`src/rtl/owp_pkg.sv`:
```
// Shared definitions for the 1-wire master datapath.
//   CRC8_POLY_REFL  : reflected Dallas/Maxim CRC-8 polynomial (x^8+x^5+x^4+1)
//   BIT_SLOT_CYCLES : clk cycles per bus bit slot, shared with the serializer
//   ROM_ID_WIDTH    : bits in a 1-wire ROM ID
//   s2p_state_t     : receiver FSM states
package owp_pkg;

    localparam logic [7:0]  CRC8_POLY_REFL  = 8'h8C;
    localparam int unsigned BIT_SLOT_CYCLES = 71;
    localparam int unsigned ROM_ID_WIDTH    = 64;

    typedef enum logic [0:0] {
        IDLE,
        RECEIVE
    } s2p_state_t;

endpackage

```
`src/rtl/crc8_maxim.sv`:
```
// Bitwise serial Dallas/Maxim CRC-8, one bit per enabled cycle, LSB-first.
//   clk     : system clock
//   reset   : synchronous active-high reset, clears the CRC to 0x00
//   i_clear : clear the CRC to 0x00 (wins over i_en)
//   i_en    : fold i_bit into the CRC this cycle
//   i_bit   : data bit
//   o_crc   : current CRC register
module crc8_maxim
    import owp_pkg::*;
(
    input  logic       clk,
    input  logic       reset,
    input  logic       i_clear,
    input  logic       i_en,
    input  logic       i_bit,
    output logic [7:0] o_crc
);

    logic [7:0] crc_q, crc_d;
    logic       fb;

    always_comb begin
        crc_d = crc_q;
        fb    = crc_q[0] ^ i_bit;
        if (i_clear) begin
            crc_d = 8'h00;
        end else if (i_en) begin
            crc_d = (crc_q >> 1) ^ (fb ? CRC8_POLY_REFL : 8'h00);
        end
    end

    always_ff @(posedge clk) begin
        if (reset) begin
            crc_q <= 8'h00;
        end else begin
            crc_q <= crc_d;
        end
    end

    assign o_crc = crc_q;

endmodule

```
`src/rtl/s2p.sv`:
```
// Serial-to-parallel receiver: collects WIDTH LSB-first bits, one per strobe,
// checks CRC-8 over them and reports completion or an inter-bit timeout.
//   clk, reset   : clock and synchronous active-high reset
//   i_start      : arm one WIDTH-bit transfer (ignored while busy)
//   i_serial_in  : sampled bus bit, valid with i_bit_strobe
//   i_bit_strobe : capture i_serial_in this cycle
//   o_parallel   : last completed word, bit 0 = first bit received
//   o_busy       : transfer in progress
//   o_done       : one-cycle pulse after the last bit is captured
//   o_crc_ok     : CRC residue of the last completed word was zero
//   o_timeout    : one-cycle pulse when a transfer is abandoned
module s2p
    import owp_pkg::*;
#(
    parameter int unsigned WIDTH   = ROM_ID_WIDTH,
    parameter int unsigned TIMEOUT = 140
) (
    input  logic             clk,
    input  logic             reset,
    input  logic             i_start,
    input  logic             i_serial_in,
    input  logic             i_bit_strobe,
    output logic [WIDTH-1:0] o_parallel,
    output logic             o_busy,
    output logic             o_done,
    output logic             o_crc_ok,
    output logic             o_timeout
);

    localparam int unsigned       TimerW    = $clog2(TIMEOUT + 1);
    localparam logic [6:0]        LastIdx   = 7'(WIDTH - 1);
    localparam logic [TimerW-1:0] TimerLoad = TimerW'(TIMEOUT);

    s2p_state_t        state_q, state_d;
    logic [WIDTH-1:0]  shreg_q, shreg_d;
    logic [WIDTH-1:0]  par_q, par_d;
    logic [WIDTH-1:0]  shreg_shift;
    logic [6:0]        cnt_q, cnt_d;
    logic [TimerW-1:0] timer_q, timer_d;
    logic              done_q, done_d;
    logic              timeout_q, timeout_d;
    logic              crc_ok_q, crc_ok_d;
    logic              crc_clear, crc_en;
    logic [7:0]        crc;

    crc8_maxim u_crc (
        .clk     (clk),
        .reset   (reset),
        .i_clear (crc_clear),
        .i_en    (crc_en),
        .i_bit   (i_serial_in),
        .o_crc   (crc)
    );

    assign shreg_shift = {i_serial_in, shreg_q[WIDTH-1:1]};

    // The CRC register settles on the same edge that raises o_done, so the
    // verdict is taken live during the done cycle and held afterwards.
    assign o_crc_ok   = done_q ? (crc == 8'h00) : crc_ok_q;
    assign o_parallel = par_q;
    assign o_busy     = (state_q == RECEIVE);
    assign o_done     = done_q;
    assign o_timeout  = timeout_q;

    always_comb begin
        state_d   = state_q;
        shreg_d   = shreg_q;
        par_d     = par_q;
        cnt_d     = cnt_q;
        timer_d   = timer_q;
        done_d    = 1'b0;
        timeout_d = 1'b0;
        crc_ok_d  = o_crc_ok;
        crc_clear = 1'b0;
        crc_en    = 1'b0;
        case (state_q)
            IDLE: begin
                if (i_start) begin
                    state_d   = RECEIVE;
                    shreg_d   = '0;
                    cnt_d     = 7'd0;
                    timer_d   = TimerLoad;
                    crc_clear = 1'b1;
                end
            end
            RECEIVE: begin
                if (i_bit_strobe) begin
                    shreg_d = shreg_shift;
                    crc_en  = 1'b1;
                    cnt_d   = cnt_q + 7'd1;
                    timer_d = TimerLoad;
                    if (cnt_q == LastIdx) begin
                        par_d   = shreg_shift;
                        done_d  = 1'b1;
                        state_d = IDLE;
                    end
                end else if (timer_q == '0) begin
                    timeout_d = 1'b1;
                    state_d   = IDLE;
                end else begin
                    timer_d = timer_q - TimerW'(1);
                end
            end
            default: state_d = IDLE;
        endcase
    end

    always_ff @(posedge clk) begin
        if (reset) begin
            state_q   <= IDLE;
            shreg_q   <= '0;
            par_q     <= '0;
            cnt_q     <= 7'd0;
            timer_q   <= '0;
            done_q    <= 1'b0;
            timeout_q <= 1'b0;
            crc_ok_q  <= 1'b0;
        end else begin
            state_q   <= state_d;
            shreg_q   <= shreg_d;
            par_q     <= par_d;
            cnt_q     <= cnt_d;
            timer_q   <= timer_d;
            done_q    <= done_d;
            timeout_q <= timeout_d;
            crc_ok_q  <= crc_ok_d;
        end
    end

endmodule

```
`config.mk`:
```
export PLATFORM = sky130hd
export DESIGN_NAME = s2p
export DESIGN_NICKNAME = d
export VERILOG_FILES = /design/src/rtl/owp_pkg.sv /design/src/rtl/crc8_maxim.sv /design/src/rtl/s2p.sv
export SDC_FILE = /design/constraint.sdc
export NUM_CORES = 1
export LEC_CHECK = 0
export CORE_MARGIN = 3
export CORE_UTILIZATION = 59
export DETAILED_ROUTE_END_ITERATION = 10
export GPL_ROUTABILITY_DRIVEN = 0
export HOLD_SLACK_MARGIN = 0.06
export PLACE_DENSITY = 0.84
export SYNTH_ARGS = -nofsm -noshare
export SYNTH_HDL_FRONTEND = slang
export SYNTH_HIERARCHICAL = 1
export SYNTH_SLANG_ARGS = --single-unit
export TNS_END_PERCENT = 50
```
`constraint.sdc`:
```
create_clock -name clk -period 3.9 [get_ports clk]
set_input_delay 0.78 -clock clk [delete_from_list [all_inputs] [get_ports clk]]
set_output_delay 0.78 -clock clk [all_outputs]
set_load 0.1 [all_outputs]
```
==> reports/qor.txt <==
min Tclk post-route: 2905 ps
Post-synth EDFFs: 0
Hold Crit Class: reg -> reg
multi-input logic area: 0.002266 sq mm
Final Hold Fails: 0
Slew Viols, Final: 0
WS Path Type: reg -> out
vias in the first global route: 4381
CP max stage delay: 1180 ps
crit-path cells: clkdlybuf4s50_1
Initial Utilization: 0.6088
commonest cells after routing, fill and taps aside: dfxtp_1 (154), nand2_1 (139), nor2_1 (81)
synthesized net count: 634
hold buffer count at CTS: 0
setup TNS: 0 ps
Slowest cell on crit path: clkdlybuf4s50_1
clk buf depth: 2
Top FF cell, synth: dfxtp_1
hpwl dp: 6942 um
Unique masters post-synth: 45
Final period util: 0.7449
# setup viols final: 0
n_diodes: 0
Critical Path Sink Type: primary output
Critical Path RT: 3120 ps
GRT Residual Overflow: 0
cell area after synthesis: 0.005625 sq mm
CTS HTree Levels: 4
Area Overhead vs Synth: 23.29%
status: finished clean
critical-path maximum fanout: 7
global-route met3 utilization: 0.05109
number of I/O port buffers: 72
fill count: 669
CP arrival: 2130 ps
Core Area: 0.009240 sq mm
nets@finish: 684
dpl ws: 691.2 ps
sequential share of the synthesized area: 0.5480
Power Dens Cells: 509.4 mW/mm^2
Synth async-reset ratio: 0
share of layout cells above drive strength 1: 0.09724
largest net degree at the start of global routing: 96
GR Util met2: 0.3836
CTS tree: done
Total GRT Usage: 0.2220
Iter 0 DRT Violations: 252
RSZ-0062 raised after global routing: no
Remaining DRCs: 0
GR peak layer: met2
total setup buffers inserted after CTS: 0
synth warn: 6
CTS buffer count: 17
final worst slack: 994.8 ps
met1 GRT Util: 0.2634
Vias: 4587
Largest delay share family, worst path: buffers and inverters
commonest non-fill, non-tap cell in the layout: dfxtp_1
ANT nets after route: 0
Buf/Inv on CP: 1
CTS Sinks: 154
FF+latch area: 0.003083 sq mm
Clock Latency Late Sink: 520 ps
Routed WL per cell: 14.80 um
Leak: 2.319 nW
PostCTS Resize Cnt: 0
startpoint types: flop
Die Y: 103.6 um
MaxCap Viol Count: 0
VDD IR max: 0.3719 mV
Fmax: 0.3442 GHz
Initial DRT Pass Iterations: 5
first-pass GRT wire length: 20020 um
final WL: 12110 um
Rel. slew slack: 0.2028
I/O pins: 73
Worst Clk Skew: 8.549 ps
worst-margin pin slew: 1196 ps
via/cell ratio: 5.608
flops & latches, synth: 154
Synth Area per Inst: 8.986 sq um
Worst-path clk slew: 60 ps
Die W: 103.6 um
die area: 0.01074 sq mm
Cells after Synth: 626
initial antenna violation count: 0
CTS root buffer: clkbuf_8
Rows: 35
-- sequential cells by signal, indices dropped and copies added (netlist names) --
name,count
o_parallel,64
shreg_q,63
timer_q,8
u_crc/o_crc,8
cnt_q,7
crc_ok_q,1
o_busy,1
o_done,1
o_timeout,1
-- routing by layer --
layer	wire length (um)	vias to the layer above
li1	-	2241
met4	217	0
met3	528	24
met2	6157	136
met5	0	-
met1	5205	2186
-- final cells by class --
type / count / area share
clock buffers: 20 / 0.06423
clock inverters: 12 / 0.03049
inverters: 6 / 0.003247
multi-input cells: 421 / 0.3267
flip-flops and latches: 154 / 0.4445
well taps: 129 / 0.02327
repair buffers: 76 / 0.1075
-- per-stage QoR --
stage	cell area (sq um)	util	power [mW]	std cells	hold WS (ps)
global placement	6279	0.6795	1.765	786	438.4
detailed placement	6279	0.6795	1.769	786	444.6
floorplan	5625	-	1.741	626	436.0
global route	6935	0.7506	3.627	818	463.5
CTS	6935	0.7506	3.543	818	452.6
finish	6935	0.7506	3.533	818	449.6
-- report_power, final --
group	total, mW	leakage (nW)	switching, mW	internal [mW]
combinational	0.142	0.764	0.104	0.0372
sequential	1.60	1.24	0.0114	1.58
clock	1.80	0.314	0.648	1.15
-- worst min-delay path: stages, from the launching register on --
cell	delay [ps]
dfxtp_1	310
nand2_1	50
a21oi_1	50
-- logic make-up after synthesis --
family	share of synthesized area
AND/OR/NAND/NOR	0.1944
flip-flops	0.5480
AO/OA/AOI/OAI	0.1773
buffers and inverters	0.05071
multiplexers	0.01668
XOR/XNOR	0.006229
adder cells (fa/ha/maj)	0.006673
-- worst paths after layout --
path	from	to	slack, ps	depth (start not counted)
setup / recovery	o_busy	o_busy	990	1
hold / removal	o_parallel[27]	o_parallel[27]	450	2
setup reg to reg	cnt_q[0]	o_parallel[59]	1390	5
hold reg to reg	o_parallel[27]	o_parallel[27]	450	2
-- cell usage after synthesis (2+ instances only) --
| master | instances | area [sq um] |
|---|---|---|
| dfxtp_1 | 154 | 3083 |
| nand2_1 | 139 | 521.8 |
| nor2_1 | 82 | 307.8 |
| a22oi_1 | 64 | 480.5 |
| a21oi_1 | 50 | 250.2 |
| clkbuf_1 | 25 | 93.84 |
| a21oi_2 | 20 | 175.2 |
| buf_6 | 11 | 123.9 |
| buf_2 | 6 | 30.03 |
| mux2i_1 | 6 | 60.06 |
| inv_1 | 5 | 18.77 |
| nand3_1 | 5 | 25.02 |
| a31oi_1 | 4 | 25.02 |
| nor4_1 | 4 | 25.02 |
| or3_1 | 4 | 25.02 |
| ha_1 | 3 | 37.54 |
| mux2_2 | 3 | 33.78 |
| nand3b_1 | 3 | 22.52 |
| nand4_1 | 3 | 18.77 |
| nor2b_1 | 3 | 18.77 |
| buf_1 | 2 | 7.510 |
| nand2b_1 | 2 | 12.51 |
| nand4b_1 | 2 | 17.52 |
| nor3_1 | 2 | 10.01 |
| or4b_1 | 2 | 20.02 |
| xnor2_1 | 2 | 17.52 |
| xor2_1 | 2 | 17.52 |
No activity file was read; power rests on OpenSTA's default activity.
